### src/rtl/mem_stage_ctrl_pkg.sv
// Shared types for the MEM stage: word/register widths, FSM encoding and
// the MEM/WB record, plus helpers to build bubbles and retirements.
package mem_stage_ctrl_pkg;

  localparam int WORD_W = 16;
  localparam int REG_W  = 3;

  typedef logic [WORD_W-1:0] word_t;
  typedef logic [REG_W-1:0]  reg_idx_t;

  typedef enum logic {
    IDLE = 1'b0,
    WAIT = 1'b1
  } state_t;

  typedef struct packed {
    logic     valid;
    word_t    result;
    reg_idx_t rdest;
    logic     w_reg;
    logic     stop;
    word_t    pc;
  } wb_t;

  localparam logic     BUBBLE_VALID = 1'b0;
  localparam reg_idx_t BUBBLE_RDEST = '0;
  localparam logic     BUBBLE_W_REG = 1'b0;
  localparam logic     BUBBLE_STOP  = 1'b0;

  // A bubble keeps result and pc from the previous MEM/WB contents.
  function automatic wb_t make_bubble(input wb_t prev);
    wb_t b;
    b        = prev;
    b.valid  = BUBBLE_VALID;
    b.rdest  = BUBBLE_RDEST;
    b.w_reg  = BUBBLE_W_REG;
    b.stop   = BUBBLE_STOP;
    return b;
  endfunction

  function automatic wb_t make_retire(input word_t result, input reg_idx_t rdest,
                                      input logic w_reg, input logic stop,
                                      input word_t pc);
    wb_t r;
    r.valid  = 1'b1;
    r.result = result;
    r.rdest  = rdest;
    r.w_reg  = w_reg;
    r.stop   = stop;
    r.pc     = pc;
    return r;
  endfunction

endpackage

### src/rtl/mem_stage_ctrl_if.sv
// Data-memory req/ack bus between the MEM stage controller and the memory.
interface mem_stage_ctrl_if;
  import mem_stage_ctrl_pkg::*;

  logic  req;
  logic  we;
  word_t addr;
  word_t wdata;
  word_t rdata;
  logic  ack;

  modport master (output req, output we, output addr, output wdata,
                  input rdata, input ack);
  modport slave  (input req, input we, input addr, input wdata,
                  output rdata, output ack);
endinterface

### src/rtl/mem_stage_ctrl_timeout_ctr.sv
// Saturating WAIT-cycle counter with the watchdog limit comparator.
module mem_timeout_ctr #(
  parameter int TIMEOUT = 15,
  parameter int CNT_W   = 4
) (
  input  logic clk,
  input  logic resetn,
  input  logic clear,
  input  logic en,
  output logic at_limit
);

  logic [CNT_W-1:0] cnt_reg, cnt_next;

  always_comb begin
    cnt_next = cnt_reg;
    if (clear)
      cnt_next = '0;
    else if (en && (cnt_reg != {CNT_W{1'b1}}))
      cnt_next = cnt_reg + CNT_W'(1);
  end

  always_ff @(negedge clk or negedge resetn) begin
    if (!resetn)
      cnt_reg <= '0;
    else
      cnt_reg <= cnt_next;
  end

  // A TIMEOUT of zero disables the watchdog entirely.
  assign at_limit = (TIMEOUT != 0) && (cnt_reg == CNT_W'(TIMEOUT - 1));

endmodule

### src/rtl/mem_stage_ctrl.sv
// MEM stage: retires EX/MEM instructions, running loads/stores over a
// variable-latency req/ack memory with a timeout watchdog.
module mem_stage_ctrl
  import mem_stage_ctrl_pkg::*;
#(
  parameter int TIMEOUT = 15,
  parameter int CNT_W   = 4
) (
  input  logic     clk,
  input  logic     resetn,
  input  logic     in_valid,
  input  word_t    in_M_addr,
  input  word_t    in_ANS_LHI_PC1,
  input  word_t    in_Data_in,
  input  reg_idx_t in_RDest,
  input  logic     in_mem_ans,
  input  logic     in_W_mem,
  input  logic     in_W_reg,
  input  logic     in_stop,
  input  word_t    in_pc,
  output logic     stall_EX,
  mem_stage_ctrl_if.master mem,
  output logic     out_valid,
  output word_t    out_result,
  output reg_idx_t out_RDest,
  output logic     out_W_reg,
  output logic     out_stop,
  output word_t    out_pc,
  output logic     mem_err
);

  state_t state_reg, state_next;
  wb_t    wb_reg, wb_next;
  logic   req_reg, req_next;
  logic   we_reg, we_next;
  word_t  addr_reg, addr_next;
  word_t  wdata_reg, wdata_next;
  logic   err_reg, err_next;

  logic memop, is_load, at_limit, timeout_hit, cnt_clear, cnt_en;

  assign memop   = in_valid & (in_W_mem | in_mem_ans);
  // A store that also flags mem_ans still writes back the ALU result.
  assign is_load = in_mem_ans & ~in_W_mem;

  assign timeout_hit = (state_reg == WAIT) & at_limit & ~mem.ack;
  assign cnt_clear   = (state_reg == IDLE) & memop;
  assign cnt_en      = (state_reg == WAIT) & ~mem.ack & ~timeout_hit;

  mem_timeout_ctr #(
    .TIMEOUT (TIMEOUT),
    .CNT_W   (CNT_W)
  ) u_timeout (
    .clk      (clk),
    .resetn   (resetn),
    .clear    (cnt_clear),
    .en       (cnt_en),
    .at_limit (at_limit)
  );

  always_comb begin
    state_next = state_reg;
    wb_next    = wb_reg;
    req_next   = req_reg;
    we_next    = we_reg;
    addr_next  = addr_reg;
    wdata_next = wdata_reg;
    err_next   = err_reg;
    stall_EX   = 1'b0;
    case (state_reg)
      IDLE: begin
        if (!in_valid) begin
          wb_next = make_bubble(wb_reg);
        end else if (memop) begin
          stall_EX   = 1'b1;
          wb_next    = make_bubble(wb_reg);
          req_next   = 1'b1;
          we_next    = in_W_mem;
          addr_next  = in_M_addr;
          wdata_next = in_Data_in;
          state_next = WAIT;
        end else begin
          wb_next = make_retire(in_ANS_LHI_PC1, in_RDest, in_W_reg, in_stop, in_pc);
        end
      end
      WAIT: begin
        // Ack beats the watchdog when both land on the same edge.
        if (mem.ack) begin
          wb_next    = make_retire(is_load ? mem.rdata : in_ANS_LHI_PC1,
                                   in_RDest, in_W_reg, in_stop, in_pc);
          req_next   = 1'b0;
          state_next = IDLE;
        end else if (timeout_hit) begin
          wb_next    = make_retire(in_ANS_LHI_PC1, in_RDest, 1'b0, in_stop, in_pc);
          err_next   = 1'b1;
          req_next   = 1'b0;
          state_next = IDLE;
        end else begin
          stall_EX = 1'b1;
          wb_next  = make_bubble(wb_reg);
        end
      end
    endcase
  end

  always_ff @(negedge clk or negedge resetn) begin
    if (!resetn) begin
      state_reg <= IDLE;
      wb_reg    <= '0;
      req_reg   <= 1'b0;
      we_reg    <= 1'b0;
      addr_reg  <= '0;
      wdata_reg <= '0;
      err_reg   <= 1'b0;
    end else begin
      state_reg <= state_next;
      wb_reg    <= wb_next;
      req_reg   <= req_next;
      we_reg    <= we_next;
      addr_reg  <= addr_next;
      wdata_reg <= wdata_next;
      err_reg   <= err_next;
    end
  end

  assign mem.req    = req_reg;
  assign mem.we     = we_reg;
  assign mem.addr   = addr_reg;
  assign mem.wdata  = wdata_reg;

  assign out_valid  = wb_reg.valid;
  assign out_result = wb_reg.result;
  assign out_RDest  = wb_reg.rdest;
  assign out_W_reg  = wb_reg.w_reg;
  assign out_stop   = wb_reg.stop;
  assign out_pc     = wb_reg.pc;
  assign mem_err    = err_reg;

endmodule

### src/flat_wrapper.sv
// flat-port wrapper written by rule: the top's interface ports become plain ports
module mem_stage_ctrl_flat import mem_stage_ctrl_pkg::*;
#(
  parameter int TIMEOUT = 15,
  parameter int CNT_W   = 4
)
  (clk, resetn, in_valid, in_M_addr, in_ANS_LHI_PC1, in_Data_in, in_RDest, in_mem_ans, in_W_mem, in_W_reg, in_stop, in_pc, stall_EX, out_valid, out_result, out_RDest, out_W_reg, out_stop, out_pc, mem_err, mem_req, mem_we, mem_addr, mem_wdata, mem_rdata, mem_ack);
  mem_stage_ctrl_if mem_i ();
  input  logic clk;
  input  logic resetn;
  input  logic in_valid;
  input  word_t in_M_addr;
  input  word_t in_ANS_LHI_PC1;
  input  word_t in_Data_in;
  input  reg_idx_t in_RDest;
  input  logic in_mem_ans;
  input  logic in_W_mem;
  input  logic in_W_reg;
  input  logic in_stop;
  input  word_t in_pc;
  output logic stall_EX;
  output logic out_valid;
  output word_t out_result;
  output reg_idx_t out_RDest;
  output logic out_W_reg;
  output logic out_stop;
  output word_t out_pc;
  output logic mem_err;
  output wire logic [$bits(mem_i.req)-1:0] mem_req;
  output wire logic [$bits(mem_i.we)-1:0] mem_we;
  output wire logic [$bits(mem_i.addr)-1:0] mem_addr;
  output wire logic [$bits(mem_i.wdata)-1:0] mem_wdata;
  input wire logic [$bits(mem_i.rdata)-1:0] mem_rdata;
  input wire logic [$bits(mem_i.ack)-1:0] mem_ack;
  assign mem_req = mem_i.req;
  assign mem_we = mem_i.we;
  assign mem_addr = mem_i.addr;
  assign mem_wdata = mem_i.wdata;
  assign mem_i.rdata = mem_rdata;
  assign mem_i.ack = mem_ack;
  mem_stage_ctrl #(.TIMEOUT(TIMEOUT), .CNT_W(CNT_W)) u_core (.clk(clk), .resetn(resetn), .in_valid(in_valid), .in_M_addr(in_M_addr), .in_ANS_LHI_PC1(in_ANS_LHI_PC1), .in_Data_in(in_Data_in), .in_RDest(in_RDest), .in_mem_ans(in_mem_ans), .in_W_mem(in_W_mem), .in_W_reg(in_W_reg), .in_stop(in_stop), .in_pc(in_pc), .stall_EX(stall_EX), .mem(mem_i), .out_valid(out_valid), .out_result(out_result), .out_RDest(out_RDest), .out_W_reg(out_W_reg), .out_stop(out_stop), .out_pc(out_pc), .mem_err(mem_err));
endmodule
### config.mk
export PLATFORM = sky130hd
export DESIGN_NAME = mem_stage_ctrl_flat
export DESIGN_NICKNAME = d
export VERILOG_FILES = /design/src/rtl/mem_stage_ctrl_pkg.sv /design/src/rtl/mem_stage_ctrl_if.sv /design/src/rtl/mem_stage_ctrl_timeout_ctr.sv /design/src/rtl/mem_stage_ctrl.sv /design/src/flat_wrapper.sv
export SDC_FILE = /design/constraint.sdc
export NUM_CORES = 1
export LEC_CHECK = 0
export ABC_CLOCK_PERIOD_IN_PS = 2100
export CORE_MARGIN = 2
export CORE_UTILIZATION = 41
export DETAILED_ROUTE_END_ITERATION = 10
export HOLD_SLACK_MARGIN = 0.06
export PLACE_DENSITY = 0.83
export SLEW_MARGIN = 20
export SYNTH_ARGS = -nofsm -noshare
export SYNTH_HDL_FRONTEND = slang
export SYNTH_SLANG_ARGS = --single-unit
### constraint.sdc
create_clock -name clk -period 2.1 [get_ports clk]
set_clock_uncertainty 0.15 [all_clocks]
set_input_delay 0.42 -clock clk [delete_from_list [all_inputs] [get_ports clk]]
set_output_delay 0.42 -clock clk [all_outputs]
set_load 0.02 [all_outputs]
==> impl_results.md <==
- Status: complete, but fails checks
- Violated checks: negative setup slack
- Die area: 9415 um^2
- Post-synthesis sequential area ratio: 0.5501
- Critical path arrival: 2380 ps
- Core area: 8299 um^2
- CP bufs+invs: 2
- Required @ worst endpoint: 1530 ps
- Fin. Hold Viols: 0
- MaxCap Viol Count: 0
- Synth Area in Compound Gates: 0.1280
- CTS tree: done
- Final core occ: 0.8559
- Final antenna-violating net count: 0
- Xor/xnor share of the synthesized area: 0.004937
- Main area contributors after synthesis: dfrtn_1 55%, nand2_1 12%, mux2_4 8.5%
- Die height: 97.03 um
- Crit Path Category: reg -> out
- HPWL after DPL: 7784 um
- Synth Net Count: 424
- Adder-Cell Fraction of Synth Area: 0.007052
- DRC errors left: 0
- CP max stage cell: dfrtn_1
- Port Buffers: 164
- Clk slew on worst S/H paths: 60 ps
- Setup violations, final: 151
- Power Density: 865.4 nW/um^2
- Ant. Diodes: 0
- Final nets: 689
- Crit start category: flop
- Netlist Area Pre-Place: 3548 um^2
- Total wire length: 14,130 um
- Cell Chain, Critical Path: inv_1 > ha_2 > nand3_2 > nand2_2 > nand2_4 > buf_6
- Gr usage total: 0.2617
- EDFF count, synth: 0
- Vias per cell: 5.297
- Synth Area in Simple Gates: 0.1548
- Ys flop type: dfrtn_1
- Global-route wire length before repair: 19,490 um
- Max IR drop VDD: 0.4596 mV
- Crit end category: output pin
- Final WS setup: -854.0 ps
- CP max FO: 2
- Share of the synthesized area in the top cell type: 0.5501
- Crit-path leading delay family: flip-flops
- Leading area contributor after synthesis: dfrtn_1
- Post-DP Area: 5724 um^2
- Initial antenna violation count: 0
- Clock sinks: 78
- Max-slew headroom: 0.5097
- Synthesized area per cell: 10.72 um^2
- Die width: 97.03 um
- Post-synth cell types: 34
- Final Max Slew Viols: 0
- Starting Density: 0.4276
- Row count: 33
- Max Root-Sink Buffers: 2
- Clock buffer count from CTS: 9
- Iter 0 DRT Violations: 140
- WL per Instance: 20.01 um
- RSZ-0062 raised after global routing: yes
- Static leakage: 3.467 nW
- Grt ovf: 0
- I/O pin total: 165
- Total chip power: 0.006147 W
- Layout area overhead: 100.2%
- CTS root buf: clkbuf_8
- Ys async rst share: 1.000
- Clk_lat worst skew: 340 ps
- Cell area after layout: 7103 um^2
- Least-Margin Pin Slew: 734.7 ps
- Synth Warn #: 0
- Hold Path Class: reg -> reg
- Pre-antenna DRT Iters: 4
- Number of vias in the routed layout: 3,740
- Fraction of layout cells with a size suffix above 1: 0.5474
- Number of synthesized register bits: 78
- Vias in the first global route: 3,884
- Multiplexer share of the synthesized area: 0.1227
- Syn Inst Count: 331
- Slowest stage delay, CP: 420 ps
- Pin count of the biggest net entering global routing: 41
- GPL Wtd Cong: 0.8266
- H-tree Lvls: 3
- Largest family of logic cells by synthesized area: simple AND/OR/NAND/NOR gates
==> logic make-up (layout without fill, tap and decap cells) <==
group,after synthesis,in the layout
flops,78,78
buf+inv,22,291
fa+ha+maj,2,2
compound gates,60,60
simple gates,135,136
mux,32,32
xor+xnor,2,2
==> what timing repair did <==
item                       4_1_cts  5_1_grt
hold buffers                     0        0
gates cloned                     7        2
pin swaps                       20       25
gates resized for setup        518       90
setup endpoints to repair      152      150
setup buffers                   32       27
==> power breakdown <==
group | leakage [nW] | internal [W] | switching, W
Clock | 0.0872 | 0.000433 | 0.000595
Combinational | 2.43 | 0.00162 | 0.00133
Sequential | 0.948 | 0.00189 | 0.000277
Total | 3.47 | 0.00395 | 0.00220
==> through the flow <==
stage	worst slack, ps	hold WS (ps)	instances	TNS [ps]
after floorplan	-632.0	264.1	331	-31020
after global placement	-1280	260.9	626	-121940
after detailed placement	-1363	275.2	626	-124180
after CTS	-839.0	300.7	681	-57640
after global routing	-899.5	322.1	706	-65420
final	-854.0	296.5	706	-61720
==> final timing paths <==
path,endpoint,slack [ps],depth (start not counted),from
max reg2reg,u_core.out_result[0]$_DFFE_NN0P_,-160,10,u_core.u_timeout.cnt_reg[0]$_DFFE_NN0P_
min in group asynchronous,u_core.out_W_reg$_DFF_NN0_,650,1,resetn
max in group asynchronous,u_core.mem.wdata[12]$_DFFE_NN0P_,710,2,resetn
min reg2reg,u_core.mem.addr[3]$_DFFE_NN0P_,300,2,u_core.mem.addr[3]$_DFFE_NN0P_
max,stall_EX,-850,6,u_core.u_timeout.cnt_reg[0]$_DFFE_NN0P_
min,u_core.mem.addr[3]$_DFFE_NN0P_,300,2,u_core.mem.addr[3]$_DFFE_NN0P_
==> synth_stat cells, drive strengths merged (2+ instances only) <==
master and count:
nor2b 3, inv 2, nand2 118, nor2 4, buf 12, ha 2, mux2 32, and2 4
xor2 2, a221oi 16, a21oi 16, nand3 4, clkbuf 7, dfrtn 78, o21ai 20
==> placed cells by master, fill, tap and decap left out, types with 9 or more instances in the layout <==
| cell type | instances |
|---|---|
| nand2_1 | 58 |
| o21ai_1 | 16 |
| buf_6 | 86 |
| a221oi_2 | 11 |
| nand2_2 | 40 |
| dfrtn_1 | 78 |
| mux2_4 | 29 |
| buf_4 | 76 |
| clkbuf_8 | 9 |
| nand2_4 | 20 |
| buf_12 | 14 |
| a21oi_1 | 16 |
| clkdlybuf4s50_1 | 82 |
==> metal layers <==
metal	global-route usage	wire (um)	vias up
met5	0	0	-
met4	0.1268	666	0
met3	0.05708	885	58
met2	0.4637	7432	190
met1	0.2978	5141	1832
li1	-	-	1660
==> tightest hold or removal path: cells and delay by family (launching register included) <==
kind | cells | cell delay (ps)
AND/OR/NAND/NOR | 2 | 120
flip-flops | 1 | 420
==> cell type report <==
type	count	area, um^2
Clock buffer	11	131.4
Clock inverter	5	36.28
Fill cell	369	1196
Inverter	3	13.76
Multi-Input combinational cell	232	1957
Sequential cell	78	1952
Tap cell	105	131.4
Timing Repair Buffer	272	2882
(Power assumes the default switching activity.)
